`src/rtl/vga_mon_pkg.sv`:
```
// Shared types and defaults for the VGA timing monitor: FSM states, 640x480@60
// timing in 100 MHz clk units, and the CRC-16-CCITT step used for frame signatures.
package vga_mon_pkg;

  typedef enum logic [1:0] {
    SEARCH  = 2'd0,
    LOCKING = 2'd1,
    LOCKED  = 2'd2
  } monState_e;

  localparam int DEF_H_PERIOD_CLKS   = 3200;
  localparam int DEF_H_PULSE_CLKS    = 384;
  localparam int DEF_V_PERIOD_LINES  = 525;
  localparam int DEF_V_PULSE_LINES   = 2;
  localparam int DEF_SYNC_ACTIVE_LOW = 1;
  localparam int DEF_LOCK_FRAMES     = 2;
  localparam int DEF_PIX_DIV         = 4;
  localparam int DEF_H_ACT_START     = 576;
  localparam int DEF_H_ACT_CLKS      = 2560;
  localparam int DEF_V_ACT_START     = 35;
  localparam int DEF_V_ACT_LINES     = 480;

  localparam logic [15:0] CRC_POLY = 16'h1021;
  localparam logic [15:0] CRC_INIT = 16'hFFFF;

  // One pixel's worth of CRC: 12 data bits, MSB first.
  function automatic logic [15:0] crc16Step12(input logic [15:0] crcIn,
                                              input logic [11:0] data);
    logic [15:0] c;
    logic        fb;
    c = crcIn;
    for (int i = 11; i >= 0; i--) begin
      fb = c[15] ^ data[i];
      c  = {c[14:0], 1'b0} ^ (fb ? CRC_POLY : 16'h0000);
    end
    return c;
  endfunction

endpackage

```
`src/rtl/vga_crc16.sv`:
```
// Running CRC-16-CCITT over 12-bit pixels; clear_i restarts at the init value
// and takes priority over a pixel arriving in the same cycle.
module vga_crc16
  import vga_mon_pkg::*;
(
  input  logic        clk,
  input  logic        reset,
  input  logic        clear_i,
  input  logic        en_i,
  input  logic [11:0] data_i,
  output logic [15:0] crc_o
);

  logic [15:0] crc_q, crc_d;

  always_comb begin
    crc_d = crc_q;
    if (clear_i) begin
      crc_d = CRC_INIT;
    end else if (en_i) begin
      crc_d = crc16Step12(crc_q, data_i);
    end
  end

  always_ff @(posedge clk) begin
    if (reset) begin
      crc_q <= CRC_INIT;
    end else begin
      crc_q <= crc_d;
    end
  end

  assign crc_o = crc_q;

endmodule

```
`src/rtl/vga_timing_monitor.sv`:
```
// Checks VGA hsync/vsync period and width, locks after LOCK_FRAMES clean frames and counts errors.
// Define VGA_MON_CRC_EN to add a per-frame CRC of active pixels (frame_crc/crc_valid).
module vga_timing_monitor
  import vga_mon_pkg::*;
#(
  parameter int H_PERIOD_CLKS   = DEF_H_PERIOD_CLKS,
  parameter int H_PULSE_CLKS    = DEF_H_PULSE_CLKS,
  parameter int V_PERIOD_LINES  = DEF_V_PERIOD_LINES,
  parameter int V_PULSE_LINES   = DEF_V_PULSE_LINES,
  parameter int SYNC_ACTIVE_LOW = DEF_SYNC_ACTIVE_LOW,
  parameter int LOCK_FRAMES     = DEF_LOCK_FRAMES,
  parameter int PIX_DIV         = DEF_PIX_DIV,
  parameter int H_ACT_START     = DEF_H_ACT_START,
  parameter int H_ACT_CLKS      = DEF_H_ACT_CLKS,
  parameter int V_ACT_START     = DEF_V_ACT_START,
  parameter int V_ACT_LINES     = DEF_V_ACT_LINES
) (
  input  logic        clk,
  input  logic        reset,
  input  logic        VGA_HS,
  input  logic        VGA_VS,
  input  logic [3:0]  VGA_R,
  input  logic [3:0]  VGA_G,
  input  logic [3:0]  VGA_B,
  output logic        locked,
  output logic        h_err,
  output logic        v_err,
  output logic [15:0] err_count,
  output logic [15:0] frame_count,
  output logic [15:0] frame_crc,
  output logic        crc_valid
);

  localparam logic SYNC_INV = (SYNC_ACTIVE_LOW != 0);

  logic        hsNorm_q, hsPrev_q, vsNorm_q, vsPrev_q;
  logic        hsRise, hsFall, vsRise, vsFall;
  logic [15:0] hCnt_q, hCnt_d, lineCnt_q, lineCnt_d;
  logic [16:0] hSpan, lineSpan;
  logic        timeout, checking, hErrNow, vErrNow, anyErr;
  monState_e   state_q, state_d;
  logic [3:0]  good_q, good_d;
  logic [4:0]  goodInc;
  logic        frameDirty_q, frameDirty_d;
  logic        hErr_q, vErr_q, locked_q;
  logic [15:0] errCount_q, frameCount_q;

  // Syncs are normalised to active-high here, so everything downstream is polarity-free.
  always_ff @(posedge clk) begin
    if (reset) begin
      hsNorm_q <= 1'b0;
      hsPrev_q <= 1'b0;
      vsNorm_q <= 1'b0;
      vsPrev_q <= 1'b0;
    end else begin
      hsNorm_q <= VGA_HS ^ SYNC_INV;
      hsPrev_q <= hsNorm_q;
      vsNorm_q <= VGA_VS ^ SYNC_INV;
      vsPrev_q <= vsNorm_q;
    end
  end

  assign hsRise = hsNorm_q & ~hsPrev_q;
  assign hsFall = ~hsNorm_q & hsPrev_q;
  assign vsRise = vsNorm_q & ~vsPrev_q;
  assign vsFall = ~vsNorm_q & vsPrev_q;

  // An hsync edge coincident with a vsync edge is counted as the closing frame's last line.
  always_comb begin
    hSpan    = {1'b0, hCnt_q} + 17'd1;
    lineSpan = {1'b0, lineCnt_q} + {16'd0, hsRise};
    hCnt_d   = hsRise ? 16'd0 : ((hCnt_q == 16'hFFFF) ? 16'hFFFF : hCnt_q + 16'd1);
    if (vsRise) begin
      lineCnt_d = 16'd0;
    end else if (hsRise && lineCnt_q != 16'hFFFF) begin
      lineCnt_d = lineCnt_q + 16'd1;
    end else begin
      lineCnt_d = lineCnt_q;
    end
    timeout  = (hCnt_d == 16'hFFFF) && (hCnt_q != 16'hFFFF);
    checking = (state_q != SEARCH);
    hErrNow  = timeout ||
               (checking && ((hsRise && hSpan != 17'(H_PERIOD_CLKS)) ||
                             (hsFall && hSpan != 17'(H_PULSE_CLKS))));
    vErrNow  = checking && ((vsRise && lineSpan != 17'(V_PERIOD_LINES)) ||
                            (vsFall && lineSpan != 17'(V_PULSE_LINES)));
    anyErr   = hErrNow | vErrNow;
  end

  // A frame only counts towards lock if no error was seen anywhere inside it.
  always_comb begin
    state_d      = state_q;
    good_d       = good_q;
    goodInc      = {1'b0, good_q} + 5'd1;
    frameDirty_d = vsRise ? 1'b0 : (frameDirty_q | anyErr);
    unique case (state_q)
      SEARCH: begin
        if (vsRise) begin
          state_d = LOCKING;
          good_d  = 4'd0;
        end
      end
      LOCKING: begin
        if (anyErr || (vsRise && frameDirty_q)) begin
          good_d = 4'd0;
        end else if (vsRise) begin
          good_d = goodInc[3:0];
          if (goodInc == 5'(LOCK_FRAMES)) begin
            state_d = LOCKED;
          end
        end
      end
      LOCKED: begin
        if (anyErr) begin
          state_d = LOCKING;
          good_d  = 4'd0;
        end
      end
      default: begin
        state_d = SEARCH;
        good_d  = 4'd0;
      end
    endcase
    if (timeout) begin
      state_d = SEARCH;
      good_d  = 4'd0;
    end
  end

  always_ff @(posedge clk) begin
    if (reset) begin
      hCnt_q       <= 16'd0;
      lineCnt_q    <= 16'd0;
      state_q      <= SEARCH;
      good_q       <= 4'd0;
      frameDirty_q <= 1'b0;
      hErr_q       <= 1'b0;
      vErr_q       <= 1'b0;
      locked_q     <= 1'b0;
      errCount_q   <= 16'd0;
      frameCount_q <= 16'd0;
    end else begin
      hCnt_q       <= hCnt_d;
      lineCnt_q    <= lineCnt_d;
      state_q      <= state_d;
      good_q       <= good_d;
      frameDirty_q <= frameDirty_d;
      hErr_q       <= hErrNow;
      vErr_q       <= vErrNow;
      locked_q     <= (state_q == LOCKED);
      if (anyErr && errCount_q != 16'hFFFF) begin
        errCount_q <= errCount_q + 16'd1;
      end
      if (vsRise && checking) begin
        frameCount_q <= frameCount_q + 16'd1;
      end
    end
  end

  assign locked      = locked_q;
  assign h_err       = hErr_q;
  assign v_err       = vErr_q;
  assign err_count   = errCount_q;
  assign frame_count = frameCount_q;

`ifdef VGA_MON_CRC_EN
  localparam logic [15:0] H_ACT_LO  = 16'(H_ACT_START);
  localparam logic [16:0] H_ACT_HI  = 17'(H_ACT_START + H_ACT_CLKS);
  localparam logic [15:0] V_ACT_LO  = 16'(V_ACT_START);
  localparam logic [16:0] V_ACT_HI  = 17'(V_ACT_START + V_ACT_LINES);
  localparam logic [15:0] PIX_DIV_W = 16'(PIX_DIV);

  logic [11:0] rgb_q;
  logic [15:0] hOff, crcNow, frameCrc_q;
  logic        pixActive, crcValid_q;

  always_ff @(posedge clk) begin
    if (reset) begin
      rgb_q <= 12'd0;
    end else begin
      rgb_q <= {VGA_R, VGA_G, VGA_B};
    end
  end

  // One sample per pixel: the first clk of each PIX_DIV group inside the active window.
  always_comb begin
    hOff      = hCnt_q - H_ACT_LO;
    pixActive = checking &&
                (lineCnt_q >= V_ACT_LO) && ({1'b0, lineCnt_q} < V_ACT_HI) &&
                (hCnt_q >= H_ACT_LO) && ({1'b0, hCnt_q} < H_ACT_HI) &&
                ((hOff % PIX_DIV_W) == 16'd0);
  end

  vga_crc16 u_crc (
    .clk     (clk),
    .reset   (reset),
    .clear_i (vsRise | ~checking),
    .en_i    (pixActive),
    .data_i  (rgb_q),
    .crc_o   (crcNow)
  );

  always_ff @(posedge clk) begin
    if (reset) begin
      frameCrc_q <= 16'd0;
      crcValid_q <= 1'b0;
    end else begin
      crcValid_q <= vsRise & checking;
      if (vsRise && checking) begin
        frameCrc_q <= crcNow;
      end
    end
  end

  assign frame_crc = frameCrc_q;
  assign crc_valid = crcValid_q;
`else
  logic unusedCrcInputs;
  assign unusedCrcInputs = (^{VGA_R, VGA_G, VGA_B}) ^
                           (^(PIX_DIV + H_ACT_START + H_ACT_CLKS + V_ACT_START + V_ACT_LINES));
  assign frame_crc = 16'd0;
  assign crc_valid = 1'b0;
`endif

endmodule
```
`config.mk`:
```
export PLATFORM = sky130hd
export DESIGN_NAME = vga_timing_monitor
export DESIGN_NICKNAME = d
export VERILOG_FILES = /design/src/rtl/vga_mon_pkg.sv /design/src/rtl/vga_crc16.sv /design/src/rtl/vga_timing_monitor.sv
export SDC_FILE = /design/constraint.sdc
export NUM_CORES = 1
export LEC_CHECK = 0
export BUFFER_PORTS_ARGS = -buffer_cell sky130_fd_sc_hd__buf_2
export CORE_MARGIN = 5
export CORE_UTILIZATION = 61
export CTS_CLUSTER_SIZE = 28
export DETAILED_ROUTE_END_ITERATION = 12
export GPL_TIMING_DRIVEN = 1
export PLACE_DENSITY = 0.95
export SYNTH_ARGS = -nofsm -noshare
export SYNTH_HDL_FRONTEND = slang
export SYNTH_HIERARCHICAL = 1
export SYNTH_SLANG_ARGS = --single-unit
```
`constraint.sdc`:
```
create_clock -name clk -period 6 [get_ports clk]
set_input_delay 0 -clock clk [delete_from_list [all_inputs] [get_ports clk]]
set_output_delay 0 -clock clk [all_outputs]
set_load 0.005 [all_outputs]
```
; Yosys cells after proc, flatten, opt, wreduce, memory -nomap -nowiden
; Cells that the tools add are included.
[totals]
ff_bits = 78
input_bits = 16
[classes]
n_addsub = 7
n_eq_ne = 18
n_mux = 13
bitwise = 12
n_reduce_logical = 21
[ops]
columns = cell, n
row1 = 16-bit by 1-bit adder with 16-bit output (second input constant), 4
row2 = 16-bit inequality test (second input constant), 3
row3 = 16-bit equality test (second input constant), 2
row4 = 16-bit two-way mux, 2
row5 = 16-bit by 1-bit adder with 17-bit output, 1
row6 = 16-bit by 1-bit adder with 17-bit output (second input constant), 1
row7 = 17-bit by 10-bit inequality test with 1-bit output (second input constant), 1
row8 = 17-bit by 12-bit inequality test with 1-bit output (second input constant), 1
row9 = 17-bit by 2-bit inequality test with 1-bit output (second input constant), 1
row10 = 17-bit by 9-bit inequality test with 1-bit output (second input constant), 1
row11 = 4-bit two-way mux, 4
row12 = 4-bit case mux with 3 select lines, 1
row13 = 1-bit logical AND, 11
row14 = 2-bit two-way mux, 5
row15 = 2-bit inequality test (second input constant), 5
row16 = 1-bit inverter, 6
row17 = 2-bit case mux with 3 select lines, 1
row18 = 4-bit by 1-bit adder with 5-bit output (second input constant), 1
row19 = 5-bit by 2-bit equality test with 1-bit output (second input constant), 1
row20 = 5-bit AND reduction, 1
row21 = 1-bit bitwise AND, 4
row22 = 1-bit logical OR, 4
row23 = 2-bit OR reduction, 2
row24 = 3-bit inequality test (second input constant), 1
row25 = other kinds (6), 7

; Depth between registers and ports, before layout
; Gate-level depths: netlist of the first run.
[depth]
depth_word = 11
depth_mapped = 15

; Worst setup path after synthesis of the first run
; Ideal clock, no wire load.
[synth_timing]
path_type = reg-to-reg
startpoint = register hsPrev_q
endpoint = register good_q[3]
arrival_time_ns = 2.773
path_slack_ns = 3.108
path_stages_with_launch = 14
n_path_buf = 1
period_less_slack_ns = 2.892
cell_sequence = dfxtp_1 -> nand2b_1 -> inv_1 -> ha_1 -> nand3_1 -> nor4_4 -> o2111a_1 -> o211ai_1 -> a211oi_1 -> o22ai_2 -> nor2_2 -> buf_2 -> a21oi_1 -> o221a_1
[synth_via]
elab_chain_cells = 11
elab_cells_between_ends = 26
[synth_lines]
columns = element, line_no
row1 = start: declaration, vga_timing_monitor.sv:36  ; logic hsNorm_q, hsPrev_q, vsNorm_q, vsPrev_q;
row2 = start signal: assignment, vga_timing_monitor.sv:57  ; hsPrev_q <= hsNorm_q;
row3 = 1-bit inverter, vga_timing_monitor.sv:63  ; assign hsRise = hsNorm_q & ~hsPrev_q;
row4 = 1-bit bitwise AND, vga_timing_monitor.sv:63
row5 = 16-bit by 1-bit adder with 17-bit output, vga_timing_monitor.sv:71  ; lineSpan = {1'b0, lineCnt_q} + {16'd0, hsRise};
row6 = 17-bit by 10-bit inequality test with 1-bit output or 17-bit by 2-bit inequality test with 1-bit output (tied branches), "vga_timing_monitor.sv:85, vga_timing_monitor.sv:86"
row7 = 1-bit logical AND (on tied branches), "vga_timing_monitor.sv:85, vga_timing_monitor.sv:86"
row8 = 1-bit logical OR, vga_timing_monitor.sv:85  ; vErrNow = checking && ((vsRise && lineSpan != 17'(V_PERIOD_LINES)) ||
row9 = 1-bit logical AND, vga_timing_monitor.sv:85
row10 = 1-bit OR, vga_timing_monitor.sv:87  ; anyErr = hErrNow | vErrNow;
row11 = 1-bit logical OR, vga_timing_monitor.sv:104  ; if (anyErr || (vsRise && frameDirty_q)) begin
row12 = 3-bit inequality test (no source line) or 4-bit two-way mux (tied branches), -
row13 = 3-bit AND reduction (no source line) or 4-bit case mux with 3 select lines (tied branches), -
row14 = end signal: assignment, vga_timing_monitor.sv:146  ; good_q <= good_d;
row15 = end: declaration, vga_timing_monitor.sv:42  ; logic [3:0] good_q, good_d;
; Several ways; a longest one is shown, not always the timed one.
; A chain may end at the register's enable or synchronous reset.

; Worst setup path after layout of the first run
; Ends and elaborated chain as after synthesis.

==> impl_metrics.env, run 1 <==
export IMPL_run_status="finished clean"
export IMPL_finalSetupViolCount=0
export IMPL_syn2layout_area_growth_pct=7.807
export IMPL_drive_gt1_frac=0.1243
export IMPL_worst_slew_pin_slew_ns=1.078
export IMPL_synth_warnings=6
export IMPL_vias=3904
export IMPL_std_cell_rows=30
export IMPL_clock_sinks=78
export IMPL_timing_setup_tns_ns=0
export IMPL_ioPinCount=68
export IMPL_mostFrequentLayoutCells="78 x dfxtp_1, 54 x nor2_1, 38 x buf_2"
export IMPL_slowest_delay_ns=0.88
export IMPL_grt_pass1_wl_mm=16.51
export IMPL_place_area_mm2=0.004476
export IMPL_synth_area_per_cell_um2=8.366
export IMPL_endpoint_kind="register"
export IMPL_clock_latency_ns=0.36
export IMPL_port_buffers=38
export IMPL_htree_levels=3
export IMPL_min_period_ns=4.169
export IMPL_timing_hold_violations_final=0
export IMPL_cap_viol_max_count=0
export IMPL_finalClockSkew_ns=0.008022
export IMPL_synth_edf_count=0
export IMPL_dpl_worst_slack_ns=1.954
export IMPL_ys_seq_elements=78
export IMPL_synth_cell_area_mm2=0.004375
export IMPL_crit_fanout=32
export IMPL_dieArea_mm2=0.008966
export IMPL_start_util=0.6370
export IMPL_synth_distinct_cells=62
export IMPL_r2r_setup_slack_ns=1.83
export IMPL_clkTransAtPathRegs_ns=0.09
export IMPL_slew_violations=0
export IMPL_first_iter_violations=289
export IMPL_cts_resized=0
export IMPL_cp_data_required_time_ns=6.25
export IMPL_worstSetupPathType="reg -> reg"
export IMPL_core_area_mm2=0.006869
export IMPL_fmax_mhz=239.9
export IMPL_critPathArrivalTime_ns=4.42
export IMPL_synthArstFlopShare=0
export IMPL_ir_worst_vdd_uv=221.4
export IMPL_final_nets=568
export IMPL_grt_ovfl_total=0
export IMPL_cp_num_buf_inv=1
export IMPL_hp_class="in -> reg"
export IMPL_antenna_cells=0
export IMPL_p_leak_uw=0.001724
export IMPL_postSynthCellCount=523
export IMPL_crit_path_start_kind="register"
export IMPL_cts_root_buf="clkbuf_8"
export IMPL_via_per_inst=6.072
export IMPL_p_per_area_mw_per_mm2=217.9
export IMPL_postRouteAntennaNets=0
export IMPL_drc_errors=0
export IMPL_relSlewSlack=0.2803
export IMPL_finalWirelength_mm=10.00
export IMPL_final_common_cell="dfxtp_1"
export IMPL_drt_pass1_iter_count=5
export IMPL_final_area_mm2=0.004717
export IMPL_grt_usage=0.2289
export IMPL_die_h_um=94.69
export IMPL_setup_slack_ns=1.831
export IMPL_rsz0062_at_grt="false"
export IMPL_gp_congestion=0.8724
export IMPL_die_w_um=94.69
export IMPL_numCtsBuffers=9
export IMPL_cts_tree="yes"
export IMPL_crit_family="simple AND/OR/NAND/NOR gates"
export IMPL_synthFlopType="dfxtp_1"
export IMPL_path_cells="nand2b_1 -> inv_1 -> ha_1 -> nand3_1 -> nor4_4 -> o2111a_1 -> o211ai_1 -> a211oi_1 -> o22ai_2 -> nor2_2 -> a21oi_1 -> o221a_1"
export IMPL_grt_max_degree=47
export IMPL_antenna_found_initial=0
export IMPL_post_route_period_util=0.6948
export IMPL_clk_path_buf_depth=2
export IMPL_slowest_stage="nor2_2"
export IMPL_wl_per_cell_um=15.55
export IMPL_seq_area_frac_synth=0.3569
export IMPL_dp_hpwl_mm=6.924
export IMPL_grt_pass1_vias=3613
## cells in the mapped netlist, types with 3 or more instances
cell       n  area (um2)
nor4b_1    3       26.28
a31oi_1    5       31.28
dfxtp_1   78        1562
a211oi_1   3       22.52
nand3_1   24       120.1
nor4_1     7       43.79
mux2_1     4       45.04
xnor2_1   26       227.7
o22ai_1    3       18.77
o21ai_1    4       20.02
nor2b_1   13       81.33
nor3_1    15       75.07
buf_4     20       150.1
o21ai_0   11       55.05
and4_1    10       87.58
and3_1     9       56.30
buf_2      6       30.03
nor3b_1    3       22.52
inv_1     14       52.55
nor3_2     3       30.03
or4_1      8       60.06
o31ai_1   11       82.58
nand4_1   18       112.6
xor2_1    23       201.4
nor2_1    54       202.7
clkbuf_1  19       71.32
or3_1      7       43.79
nand2b_1   9       56.30
a21oi_1   32       160.2
ha_1      10       125.1
nand2_1   31       116.4
## routing by layer
metal	part of all wire	global-route usage	vias up
met5	0	0	-
met4	0.023	0.1250	0
met3	0.057	0.04223	19
met2	0.51	0.3887	141
met1	0.41	0.2719	1872
li1	-	-	1872
## final timing paths
kind                                        end  depth (start not counted)    startpoint
worst max-delay path                  good_q[3]                         12      hsPrev_q
worst min-delay path            frame_count[11]                          2         reset
worst max register to register        good_q[3]                         12      hsPrev_q
worst min register to register     frameDirty_q                          2  frameDirty_q
## cell families (layout without fill, tap and decap cells)
family          after synthesis  after routing  synth area share
simple gates                230            230            0.3000
mux                           6              6           0.01487
other cells                   1             17         0.0008571
flops                        78             78            0.3569
xor+xnor                     49             49           0.09808
fa+ha+maj                    10             10           0.02860
compound gates               87             87            0.1270
buf+inv                      62             70           0.07378
## layout make-up
class,count,area (um2)
inverter,14,52.55
timing repair buffer,40,210.2
clock buffer,9,123.9
multi-input combinational,399,2551
sequential,78,1562
tap,96,120.1
clock inverter,7,97.59
fill,505,2152
## flip-flops by register name, summed over array words and instances (netlist names), 2 cells and up
| register | cells |
|---|---|
| err_count | 16 |
| frame_count | 16 |
| hCnt_q | 16 |
| lineCnt_q | 16 |
| good_q | 4 |
| state_q | 2 |
## report_power, final
part | internal [uW] | leakage (uW) | switching [uW]
clock | 236 | 0.000106 | 211
combinational | 16.1 | 0.000988 | 33.5
sequential | 524 | 0.000630 | 8.01
total | 775 | 0.00172 | 253
## metrics by stage
stage          instances  hold slack (ns)    util  power [uW]
2_1_floorplan        539          0.06669       -       590.1
3_3_place_gp         625           0.1522  0.6515       587.7
3_5_place_dp         625           0.1537  0.6515       591.0
4_1_cts              643           0.2026  0.6867        1031
5_1_grt              643           0.2347  0.6867        1063
6_report             643           0.2114  0.6867        1028
## what timing repair did
| action | 4_1_cts | 5_1_grt |
|---|---|---|
| setup buffers | 0 | 0 |
| setup endpoints to repair | 0 | 0 |
| hold endpoints to repair | 2 | 0 |
| hold buffers | 2 | 0 |
No activity file was read; power rests on OpenSTA's default activity.
==> run 2: changes to the inputs <==
--- a/config.mk
+++ b/config.mk
@@ -7,11 +7,11 @@
 export LEC_CHECK = 0
 export BUFFER_PORTS_ARGS = -buffer_cell sky130_fd_sc_hd__buf_2
 export CORE_MARGIN = 5
-export CORE_UTILIZATION = 61
+export CORE_UTILIZATION = 57
 export CTS_CLUSTER_SIZE = 28
 export DETAILED_ROUTE_END_ITERATION = 12
 export GPL_TIMING_DRIVEN = 1
-export PLACE_DENSITY = 0.95
+export PLACE_DENSITY = 0.9
 export SYNTH_ARGS = -nofsm -noshare
 export SYNTH_HDL_FRONTEND = slang
 export SYNTH_HIERARCHICAL = 1
==> constraint.sdc (replaced) <==
create_clock -name clk -period 3.95 [get_ports clk]
set_input_delay 0 -clock clk [delete_from_list [all_inputs] [get_ports clk]]
set_output_delay 0 -clock clk [all_outputs]
set_load 0.005 [all_outputs]
==> run 2 against run 1 <==
  * Sequential power rose by 52%
  * Global-route usage fell by 3.9 points
  * Sequential share of layout area barely moved
  * Worst setup slack got worse by 1.4 ns
  * Count of clock-buffer cells in the layout did not move
  * Die area rose by 6.3%
==> impl_metrics.env, run 2 (same netlist as run 1, synthesis figures left out) <==
export IMPL_seqCellArea_mm2=0.001562
export IMPL_syn2layout_area_growth_pct=7.721
export IMPL_finalClockSkew_ns=0.01032
export IMPL_grt_ovfl_total=0
export IMPL_mostFrequentLayoutCells="78 x dfxtp_1, 54 x nor2_1, 38 x buf_2"
export IMPL_post_cts_buffers=0
export IMPL_relSlewSlack=0.4708
export IMPL_critPathArrivalTime_ns=3.75
export IMPL_rsz0062_at_grt="false"
export IMPL_die_w_um=97.62
export IMPL_grt_usage=0.1898
export IMPL_slew_violations=0
export IMPL_cap_viol_max_count=0
export IMPL_antenna_cells=0
export IMPL_cts_tree="yes"
export IMPL_multi_input_area_mm2=0.002551
export IMPL_post_route_period_util=0.8872
export IMPL_min_period_ns=3.505
export IMPL_clk_path_buf_depth=2
export IMPL_place_area_mm2=0.004506
export IMPL_timing_setup_tns_ns=0
export IMPL_antenna_found_initial=0
export IMPL_slowest_stage="nor4_4"
export IMPL_finalSetupViolCount=0
export IMPL_finalWirelength_mm=9.103
export IMPL_std_cell_rows=32
export IMPL_via_per_inst=5.773
export IMPL_gp_congestion=0.8880
export IMPL_vias=3764
export IMPL_fin_cells=652
export IMPL_worstSetupPathType="reg -> reg"
export IMPL_cp_data_required_time_ns=4.20
export IMPL_die_h_um=97.62
export IMPL_numCtsBuffers=9
export IMPL_first_iter_violations=182
export IMPL_postRouteAntennaNets=0
export IMPL_ir_worst_vdd_uv=269.6
export IMPL_clock_sinks=78
export IMPL_final_area_mm2=0.004713
export IMPL_hp_class="in -> reg"
export IMPL_wl_per_cell_um=13.96
export IMPL_slowest_delay_ns=0.42
export IMPL_ioPinCount=68
export IMPL_grt_pass1_wl_mm=15.32
export IMPL_core_area_mm2=0.007607
export IMPL_path_cells="nand2b_1 -> inv_1 -> ha_1 -> nand3_1 -> nor4_4 -> o2111a_1 -> o211ai_1 -> a211oi_1 -> o22ai_2 -> nor2_2 -> buf_4 -> nor4b_1 -> mux2_1"
export IMPL_dieArea_mm2=0.009529
export IMPL_grt_pass1_vias=3490
export IMPL_final_nets=571
export IMPL_drive_gt1_frac=0.1291
export IMPL_timing_hold_violations_final=0
export IMPL_p_per_area_mw_per_mm2=310.6
export IMPL_cts_root_buf="clkbuf_8"
export IMPL_port_buffers=38
export IMPL_worst_slew_pin_slew_ns=0.7938
export IMPL_crit_path_start_kind="register"
export IMPL_clkTransAtPathRegs_ns=0.09
export IMPL_crit_fanout=13
export IMPL_drc_errors=0
export IMPL_htree_levels=3
export IMPL_place_inst=634
export IMPL_fmax_mhz=285.3
export IMPL_final_common_cell="dfxtp_1"
export IMPL_grt_max_degree=47
export IMPL_fill_cells=633
export IMPL_endpoint_kind="register"
export IMPL_dp_hpwl_mm=6.471
export IMPL_p_leak_uw=0.001722
export IMPL_drt_pass1_iter_count=5
export IMPL_clock_latency_ns=0.37
export IMPL_whs_ns=0.1992
export IMPL_start_util=0.5752
export IMPL_run_status="finished clean"
-- run 2: path summary, 6_finish.rpt --
path | start | endpoint | slack [ns] | cells past startpoint
setup / recovery | hsPrev_q | err_count[10] | 0.45 | 13
setup reg to reg | hsPrev_q | err_count[10] | 0.45 | 13
hold / removal | reset | hsNorm_q | 0.20 | 2
hold reg to reg | frameDirty_q | frameDirty_q | 0.49 | 2
-- run 2: per-stage QoR --
step | util | total power [uW] | setup slack, ns
final | 0.6196 | 1464 | 0.4455
after global routing | 0.6196 | 1521 | 0.1928
after CTS | 0.6196 | 1472 | 0.4522
after detailed placement | 0.5923 | 901.5 | 0.4927
after global placement | 0.5923 | 897.9 | 0.5708
after floorplan | - | 896.4 | 1.058
-- run 2: what timing repair did --
item,4_1_cts,5_1_grt
resized for setup,0,0
hold buffers,2,0
hold endpoints to repair,2,0
-- run 2: final cells by class --
type,instances,area share
clock buffers,9,0.02628
well taps,102,0.02708
inverters,14,0.01115
flip-flops and latches,78,0.3313
multi-input cells,399,0.5413
repair buffers,43,0.04938
clock inverters,7,0.01354
-- run 2: critical path, delay by kind of cell (launching register included) --
kind                     cells  cell delay [ns]
AO/OA/AOI/OAI                4             0.97
adder cells (fa/ha/maj)      1             0.20
buffers and inverters        2             0.35
flip-flops                   1             0.31
multiplexers                 1             0.34
AND/OR/NAND/NOR              5             1.22
-- run 2: metal layers --
layer  vias to the layer above  track usage  routed length (um)  part of all wire
met2                       104       0.3226                4550              0.50
met1                      1767       0.2240                3959              0.43
met5                         -            0                   0                 0
li1                       1879            -                   -                 -
met3                        14      0.05887                 488             0.054
met4                         0      0.07029                 106             0.012
-- run 2: power by group --
group	total (uW)	internal (uW)	switching, uW
Sequential	807	795	11.5
Combinational	78.2	27.8	50.4
Clock	579	242	337
Total	1460	1070	399
==> run 3: changes to the inputs <==
--- a/config.mk
+++ b/config.mk
@@ -5,11 +5,11 @@
 export SDC_FILE = /design/constraint.sdc
 export NUM_CORES = 1
 export LEC_CHECK = 0
-export BUFFER_PORTS_ARGS = -buffer_cell sky130_fd_sc_hd__buf_2
 export CORE_MARGIN = 5
-export CORE_UTILIZATION = 57
+export CORE_UTILIZATION = 64
 export CTS_CLUSTER_SIZE = 28
 export DETAILED_ROUTE_END_ITERATION = 12
+export DONT_BUFFER_PORTS = 1
 export GPL_TIMING_DRIVEN = 1
 export PLACE_DENSITY = 0.9
 export SYNTH_ARGS = -nofsm -noshare
==> run 3 against run 2 <==
  * Global-route usage grew 2.9 points
  * Register-to-register slack gained 0.17 ns
  * Critical path depth is the same
  * Utilization grew 5.6 points
  * Via count shrank 2.2%
  * Routed wire length grew 0.22%
  * Critical path type unchanged
  * Count of clock-buffer cells in the layout is the same
  * Highest routed layer unchanged
  * Cell count shrank 8.7%
  * Largest cell class unchanged
==> impl_metrics.env, run 3 (same netlist as run 1, synthesis figures left out) <==
export IMPL_run_status="finished clean"
export IMPL_worstHoldPathCells=2
export IMPL_fill_cells=496
export IMPL_post_route_period_util=0.8452
export IMPL_reg2reg_from="hsPrev_q"
export IMPL_timing_hold_violations_final=0
export IMPL_endpoint_kind="register"
export IMPL_hp_class="in -> reg"
export IMPL_port_buffers=0
export IMPL_final_common_cell="dfxtp_1"
export IMPL_first_iter_violations=204
export IMPL_cts_root_buf="clkbuf_8"
export IMPL_ioPinCount=68
export IMPL_clkTransAtPathRegs_ns=0.09
export IMPL_timing_rr_end="err_count[6]"
export IMPL_r2r_setup_slack_ns=0.61
export IMPL_multi_input_area_mm2=0.002551
export IMPL_cap_viol_max_count=0
export IMPL_ir_worst_vdd_uv=301.7
export IMPL_p_leak_uw=0.001536
export IMPL_p_per_area_mw_per_mm2=322.1
export IMPL_crit_fanout=22
export IMPL_via_per_inst=6.187
export IMPL_die_w_um=92.69
export IMPL_clock_latency_ns=0.36
export IMPL_grtUsageMet1=0.2815
export IMPL_grt_max_degree=44
export IMPL_met3_usage=0.05199
export IMPL_cp_data_required_time_ns=4.19
export IMPL_relSlewSlack=0.5497
export IMPL_finalSetupViolCount=0
export IMPL_cts_tree="yes"
export IMPL_grt_usage=0.2192
export IMPL_antenna_cells=0
export IMPL_mostFrequentLayoutCells="78 x dfxtp_1, 54 x nor2_1, 32 x a21oi_1"
export IMPL_postRouteAntennaNets=0
export IMPL_critPathArrivalTime_ns=3.58
export IMPL_reg2reg_depth=13
export IMPL_vias=3681
export IMPL_timing_setup_tns_ns=0
export IMPL_core_area_mm2=0.006719
export IMPL_syn2layout_area_growth_pct=3.717
export IMPL_crit_path_start_kind="register"
export IMPL_met2_usage=0.3692
export IMPL_min_from="reset"
export IMPL_drc_errors=0
export IMPL_grt_pass1_wl_mm=15.60
export IMPL_clk_path_buf_depth=2
export IMPL_busiest_layer="met2"
export IMPL_drive_gt1_frac=0.06408
export IMPL_die_h_um=92.69
export IMPL_clock_sinks=78
export IMPL_htree_levels=3
export IMPL_drt_pass1_iter_count=5
export IMPL_gp_congestion=0.8618
export IMPL_grt_pass1_vias=3388
export IMPL_numCtsBuffers=9
export IMPL_post_cts_buffers=0
export IMPL_dp_hpwl_mm=6.276
export IMPL_final_area_mm2=0.004538
export IMPL_std_cell_rows=30
export IMPL_finalClockSkew_ns=0.01330
export IMPL_fmax_mhz=299.5
export IMPL_antenna_found_initial=0
export IMPL_min_to="lineCnt_q[4]"
export IMPL_wl_per_cell_um=15.33
export IMPL_rsz0062_at_grt="false"
export IMPL_min_period_ns=3.338
export IMPL_start_util=0.6512
export IMPL_slew_violations=0
export IMPL_final_nets=536
export IMPL_worstSetupPathType="reg -> reg"
export IMPL_place_area_mm2=0.004280
export IMPL_finalWirelength_mm=9.123
export IMPL_seqCellArea_mm2=0.001562
export IMPL_grt_ovfl_total=0
export IMPL_dieArea_mm2=0.008591
export IMPL_worst_slew_pin_slew_ns=0.6755
## run 3: cell types whose count changed in the layout (fill, tap and decap cells not counted)
cell	previous run	this run
buf_2	38	0
buf_4	3	2
buf_12	0	1
dlygate4sd3_1	2	5
## run 3: report_power, final
group	total (uW)	internal (uW)	switching, uW
Clock	575	242	333
Sequential	808	795	12.6
Combinational	78.6	27.7	50.8
## run 3: layout make-up
type,instances,share of cell area
clock buffers,9,0.02730
clock inverters,7,0.01406
inverters,14,0.01158
multi-input cells,399,0.5622
flip-flops and latches,78,0.3441
well taps,80,0.02206
repair buffers,8,0.01875
## run 3: routing by layer
layer	wire length, um	up-vias
li1	-	1807
met1	4076	1754
met2	4489	106
met3	434	14
met4	123	0
met5	0	-
## run 3: repair_timing
item	in CTS	in global routing
gates resized for setup	0	0
endpoints found under the hold margin	44	0
hold buffers	6	0
## run 3: how the worst max path moves through the flow
stage / startpoint / to / slack, ns / cells past startpoint
4_1_cts: hsPrev_q / err_count[6] / 0.62 / 13
2_1_floorplan: hsPrev_q / good_q[3] / 1.06 / 13
3_5_place_dp: hsPrev_q / err_count[12] / 0.66 / 13
5_1_grt: hsPrev_q / err_count[12] / 0.32 / 13
6_report: hsPrev_q / err_count[6] / 0.61 / 13
3_3_place_gp: hsPrev_q / err_count[8] / 0.73 / 13
## run 3: metrics by stage
stage / utilization / worst slack, ns / total power, uW / hold WS [ns] / cells
floorplan: - / 1.058 / 896.4 / 0.06669 / 539
global placement: 0.6371 / 0.7319 / 886.6 / 0.06983 / 573
detailed placement: 0.6371 / 0.6560 / 890.5 / 0.07212 / 573
CTS: 0.6754 / 0.6177 / 1467 / 0.2396 / 595
global route: 0.6754 / 0.3153 / 1519 / 0.2605 / 595
finish: 0.6754 / 0.6116 / 1462 / 0.2496 / 595
## run 3: critical path, cell delays in order, from the launching register on
cell,delay (ns)
dfxtp_1,0.32
nand2b_1,0.22
inv_1,0.13
ha_1,0.19
nand3_1,0.22
nor4_4,0.41
o2111a_1,0.24
o211ai_1,0.10
a211oi_1,0.33
o22ai_2,0.21
nor2_2,0.18
buf_4,0.26
nor4_1,0.09
mux2_1,0.33
